--- config.mk ---
export PLATFORM = sky130hd
export DESIGN_NAME = dda_segment_sequencer
export DESIGN_NICKNAME = d
export VERILOG_FILES = /design/src/rtl/dda_segment_sequencer.sv
export SDC_FILE = /design/constraint.sdc
export NUM_CORES = 1
export LEC_CHECK = 0
export CORE_AREA = 2 2 115 229
export DETAILED_ROUTE_END_ITERATION = 8
export DIE_AREA = 0 0 117 231
export PLACE_DENSITY = 0.86
export SLEW_MARGIN = 25
export SYNTH_ARGS = -nofsm -noshare
export SYNTH_HDL_FRONTEND = slang
export SYNTH_SLANG_ARGS = --single-unit
--- constraint.sdc ---
create_clock -name clk -period 9.33 [get_ports clk]
set_input_delay 1.866 -clock clk [delete_from_list [all_inputs] [get_ports clk]]
set_output_delay 1.866 -clock clk [all_outputs]
set_load 0.05 [all_outputs]
--- src/rtl/dda_segment_sequencer.sv ---
// Segment sequencer for the 4-axis DDA: buffers host segments in a FIFO and
// strobes one into the DDA every control period, flagging underrun/overrun.
module dda_segment_sequencer #(
  parameter int PERIOD = 20000,
  parameter int DEPTH  = 8,
  parameter int AW     = 3,
  parameter int WR_LEN = 2
) (
  input  logic          clk,
  input  logic          rst,
  input  logic          seg_valid,
  output logic          seg_ready,
  input  logic [9:0]    seg_n1,
  input  logic [9:0]    seg_n2,
  input  logic [9:0]    seg_n3,
  input  logic [9:0]    seg_n4,
  input  logic          start,
  input  logic          stop,
  input  logic          clr_flags,
  output logic [9:0]    N1,
  output logic [9:0]    N2,
  output logic [9:0]    N3,
  output logic [9:0]    N4,
  output logic          WR,
  input  logic          dda_busy,
  output logic          running,
  output logic [AW:0]   fifo_level,
  output logic          underrun,
  output logic          overrun,
  output logic [15:0]   seg_count
);

  localparam int CW = $clog2(PERIOD);
  localparam logic [CW-1:0] CNT_LAST = CW'(PERIOD - 1);
  localparam logic [CW-1:0] WR_END = CW'(WR_LEN);
  localparam logic [AW:0] LEVEL_FULL = (AW + 1)'(DEPTH);

  typedef enum logic {IDLE, ACTIVE} state_e;

  state_e        state_q, state_d;
  logic [CW-1:0] cnt_q, cnt_d;
  logic          stop_pend_q, stop_pend_d;
  logic          wr_q, wr_d;
  logic          running_q, running_d;
  logic [39:0]   n_q, n_d;
  logic [AW-1:0] wr_ptr_q, wr_ptr_d;
  logic [AW-1:0] rd_ptr_q, rd_ptr_d;
  logic [AW:0]   level_q, level_d;
  logic          ready_q, ready_d;
  logic          under_q, under_d;
  logic          over_q, over_d;
  logic [15:0]   count_q, count_d;
  logic [39:0]   mem_q [DEPTH];

  logic push, load, pop;

  always_comb begin
    state_d     = state_q;
    cnt_d       = cnt_q;
    stop_pend_d = stop_pend_q;
    n_d         = n_q;
    wr_ptr_d    = wr_ptr_q;
    rd_ptr_d    = rd_ptr_q;
    count_d     = count_q;
    under_d     = under_q & ~clr_flags;
    over_d      = over_q & ~clr_flags;

    push = seg_valid & ready_q;
    load = (state_q == ACTIVE) && (cnt_q == '0);
    pop  = load && (level_q != '0);

    // An empty FIFO at the boundary zero-fills the DDA rather than replaying.
    if (load) begin
      if (pop) begin
        n_d      = mem_q[rd_ptr_q];
        rd_ptr_d = rd_ptr_q + AW'(1);
        count_d  = count_q + 16'd1;
      end else begin
        n_d     = '0;
        under_d = 1'b1;
      end
      if (dda_busy) over_d = 1'b1;
    end

    if (push) wr_ptr_d = wr_ptr_q + AW'(1);
    level_d = level_q + (AW + 1)'(push) - (AW + 1)'(pop);
    ready_d = level_d < LEVEL_FULL;

    case (state_q)
      IDLE: begin
        cnt_d = '0;
        if (start && !stop) state_d = ACTIVE;
      end
      default: begin
        if (cnt_q == CNT_LAST) begin
          cnt_d = '0;
          if (stop_pend_q) begin
            state_d     = IDLE;
            stop_pend_d = 1'b0;
          end else if (stop) begin
            stop_pend_d = 1'b1;
          end
        end else begin
          cnt_d = cnt_q + CW'(1);
          if (stop) stop_pend_d = 1'b1;
        end
      end
    endcase

    running_d = (state_d == ACTIVE);
    wr_d      = (state_d == ACTIVE) && (cnt_d != '0) && (cnt_d <= WR_END);
  end

  always_ff @(posedge clk) begin
    if (rst) begin
      state_q     <= IDLE;
      cnt_q       <= '0;
      stop_pend_q <= 1'b0;
      wr_q        <= 1'b0;
      running_q   <= 1'b0;
      n_q         <= '0;
      wr_ptr_q    <= '0;
      rd_ptr_q    <= '0;
      level_q     <= '0;
      ready_q     <= 1'b1;
      under_q     <= 1'b0;
      over_q      <= 1'b0;
      count_q     <= '0;
    end else begin
      state_q     <= state_d;
      cnt_q       <= cnt_d;
      stop_pend_q <= stop_pend_d;
      wr_q        <= wr_d;
      running_q   <= running_d;
      n_q         <= n_d;
      wr_ptr_q    <= wr_ptr_d;
      rd_ptr_q    <= rd_ptr_d;
      level_q     <= level_d;
      ready_q     <= ready_d;
      under_q     <= under_d;
      over_q      <= over_d;
      count_q     <= count_d;
    end
  end

  // Storage needs no reset; the pointers define what is valid.
  always_ff @(posedge clk) begin
    if (push) mem_q[wr_ptr_q] <= {seg_n1, seg_n2, seg_n3, seg_n4};
  end

  assign seg_ready  = ready_q;
  assign fifo_level = level_q;
  assign N1         = n_q[39:30];
  assign N2         = n_q[29:20];
  assign N3         = n_q[19:10];
  assign N4         = n_q[9:0];
  assign WR         = wr_q;
  assign running    = running_q;
  assign underrun   = under_q;
  assign overrun    = over_q;
  assign seg_count  = count_q;

endmodule

==> reports/metrics.cfg <==
[timing]
final_hold_violating_endpoints = 0
fmax_mhz = 250
rsz0062_at_grt = false
min_period_over_period_pct = 42.9
slew_headroom_pct = 43.2
period_needed_ns = 4.00
finalSetupViolations = 0
final.setup_skew_ns = 0.0234
max_slew.worst_pin.slew_ns = 0.852
drv_slew = 0
setup-tns-final_ns = 0
hold-worst-slack_ns = 0.489

[detailed_routing]
detail_route.vias_per_cell = 6.17
wire_per_inst_um = 23.6
route.vias.total = 8416
drt-initial-drc-count = 783
antenna_violating_nets_post_route = 0
first_pass_iters = 5
route.detailed.drc = 0
routed_wirelength_um = 32200

[clocking]
tritoncts_clock_tree = built
clockBufferDepth = 3
clk_root_buffer_cell = sky130_fd_sc_hd__clkbuf_16
postCtsResizedCells = 0
insertion_delay_ns = 0.53
worst_path_clk_slew_ns = 0.07
cts-buffers-inserted = 35
post_cts_buffers = 0
cts.hold.buffers_added = 0
h-tree-depth = 2
numClockSinks = 410

[global_routing]
grt_first_pass_wirelength_um = 49600
gr-total-overflow = 0
first_global_vias = 8842
grt_max_degree = 81
track_usage_pct = 24.7
antenna_found_initial = 0

[setup_path]
critPathArrivalTime_ns = 4.40
cp-startpoint = cnt_q[8]$_SDFF_PP0_
regToRegStartpoint = cnt_q[8]$_SDFF_PP0_
cp_max_fo = 45
worst_setup_path_end_kind = flip-flop
worst_ep_required_time_ns = 9.73
critical_path_class = flip-flop to flip-flop
start_kind = flip-flop

[synth]
synth.largest_area_cell = sky130_fd_sc_hd__edfxtp_1
post_synth.cell_area_avg_sq_um = 17.8
post_synth_num_cell_types = 48
post_synth_inst_count = 886
yosys-top-cells-area = sky130_fd_sc_hd__edfxtp_1 (61%), sky130_fd_sc_hd__dfxtp_1 (11%), sky130_fd_sc_hd__mux4_2 (11%), sky130_fd_sc_hd__mux2_2 (2.9%), sky130_fd_sc_hd__nor2_1 (2.1%)
synth_seq_area_share_pct = 72.5
ys.warnings.count = 0
post-synth-top-area-fraction_pct = 61.0
cell_area_after_synthesis_sq_um = 15700
ys_seq_elements = 410
synth_net_count = 944

[floorplan]
die_area_sq_um = 27000
rows = 83
initial_utilization_pct = 61.9
dieHeight_um = 231
top_level_ports = 112
die_x_um = 117
area_of_the_placeable_core_sq_um = 25400

[outcome]
run_status = finished, final reports clean

[power]
peakVddDrop_mv = 0.182
power_density_nw_per_um2 = 231
leakage_component_of_the_power_nw = 5.82

[placement]
gp_weighted_congestion = 0.860
numPortBuffers = 111
place_hpwl_um = 18300

[run]
maxCapViolations = 0

[layout]
postLayoutCoreUtil_pct = 72.5
post_route_cells_drive_above_1_share_pct = 19.9
finalNetCount = 1056
layout-area-overhead-vs-synth_pct = 17.2
num_antenna_cells = 0

[min_path]
holdCritStartpoint = stop_pend_q$_SDFFE_PP0P_
hold_path.class = flip-flop to flip-flop

[cell type report]
| type | count | area [sq um] |
|---|---|---|
| Clock inverter | 17 | 240 |
| Inverter | 16 | 60.1 |
| Sequential cell | 410 | 11400 |
| Clock buffer | 47 | 962 |
| Tap cell | 340 | 425 |
| Fill cell | 1419 | 6990 |
| Multi-Input combinational cell | 408 | 4110 |
| Timing Repair Buffer | 127 | 1230 |
[registers in the layout, summed over array words and instances (netlist names), named ones only]
register	cells
seg_ready	1
seg_count	16
cnt_q	15
n_q	40
WR	1
mem_q	320
stop_pend_q	1
overrun	1
rd_ptr_q	3
underrun	1
wr_ptr_q	3
running	1
fifo_level	4
[cells in the final DEF (no fill, tap or decap), drive strengths merged, types with 3 or more instances in the layout]
cell type and count:
mux2 41, mux4 80, a22oi 42, dfxtp 90
clkbuf 47, inv 18, xor2 7, nand2 13
and3 3, nor2 90, clkinv 8, clkdlybuf4s50 110
xnor2 28, nand2b 3, a21oi 6, ha 10
nor3 12, nand3 14, edfxtp 320, nand4 10
nor2b 3, nor4b 3, and4 3, or3 3
nor4 15, buf 17, bufinv 5
[stage by stage]
step                setup WS, ns  instances  power, W  cell area, sq um
floorplan                   2.91        886   0.00259             15700
global route                5.16       1365   0.00440             18500
finish                      5.33       1365   0.00426             18500
detailed placement          5.25       1301   0.00278             17200
global placement            5.32       1301   0.00276             17200
CTS                         5.33       1365   0.00429             18400
[final timing paths]
kind	cells past startpoint	slack [ns]	endpoint
worst max register to register	11	5.33	seg_ready$_SDFF_PP1_
worst min-delay path	2	0.49	stop_pend_q$_SDFFE_PP0P_
worst max-delay path	11	5.33	seg_ready$_SDFF_PP1_
worst min register to register	2	0.49	stop_pend_q$_SDFFE_PP0P_
[critical path: stages, from the launching register on]
cell,delay [ns]
sky130_fd_sc_hd__dfxtp_1,0.38
sky130_fd_sc_hd__or4_1,0.56
sky130_fd_sc_hd__or4b_1,0.80
sky130_fd_sc_hd__nor3_4,0.25
sky130_fd_sc_hd__buf_4,0.53
sky130_fd_sc_hd__ha_1,0.31
sky130_fd_sc_hd__inv_1,0.06
sky130_fd_sc_hd__ha_1,0.27
sky130_fd_sc_hd__a21o_1,0.19
sky130_fd_sc_hd__a21oi_1,0.18
sky130_fd_sc_hd__xnor2_1,0.07
sky130_fd_sc_hd__or2_2,0.28
[cell families (layout without fill, tap and decap cells)]
group | after synthesis | after routing | share of synthesized area [%]
adders and majority gates | 11 | 11 | 0.922
AOI/OAI and AO/OA | 58 | 58 | 2.73
muxes | 123 | 123 | 14.5
buffers and inverters | 68 | 207 | 1.72
DFF | 410 | 410 | 72.5
and+or+nand+nor | 181 | 181 | 5.68
xor gates and xnor gates | 35 | 35 | 1.95
[routing by layer]
layer	global-route usage [%]	wire, um	vias up
li1	-	-	3696
met1	31.9	12100	4257
met2	41.9	17000	376
met3	3.52	1970	87
met4	9.82	1190	0
met5	0	0	-
[cell usage after synthesis (all sizes together)]
master,number
or4b,1
inv,16
a2111oi,1
nand2b,3
a22oi,42
xor2,7
o21ai,1
o2111ai,1
fa,1
or3,3
xnor2,28
nand4,10
o211ai,1
buf,17
nor2b,3
a41o,1
and2,2
and3b,1
a21oi,6
or4,1
or3b,1
nor3,12
edfxtp,320
nand3,14
nand2,13
nor4b,3
nor2,90
dfxtp,90
or2,2
nor3b,1
nor4,15
o31a,2
a21o,2
mux2,41
clkbuf,35
and4,3
mux2i,2
and3,3
mux4,80
a2111o,1
ha,10
[power by group]
group | switching (W) | leakage (nW) | internal (W)
registers | 0.0000658 | 3.63 | 0.00208
logic | 0.000343 | 1.61 | 0.000268
clock network | 0.000634 | 0.577 | 0.000875
total | 0.00104 | 5.82 | 0.00322
(Power assumes the default switching activity.)
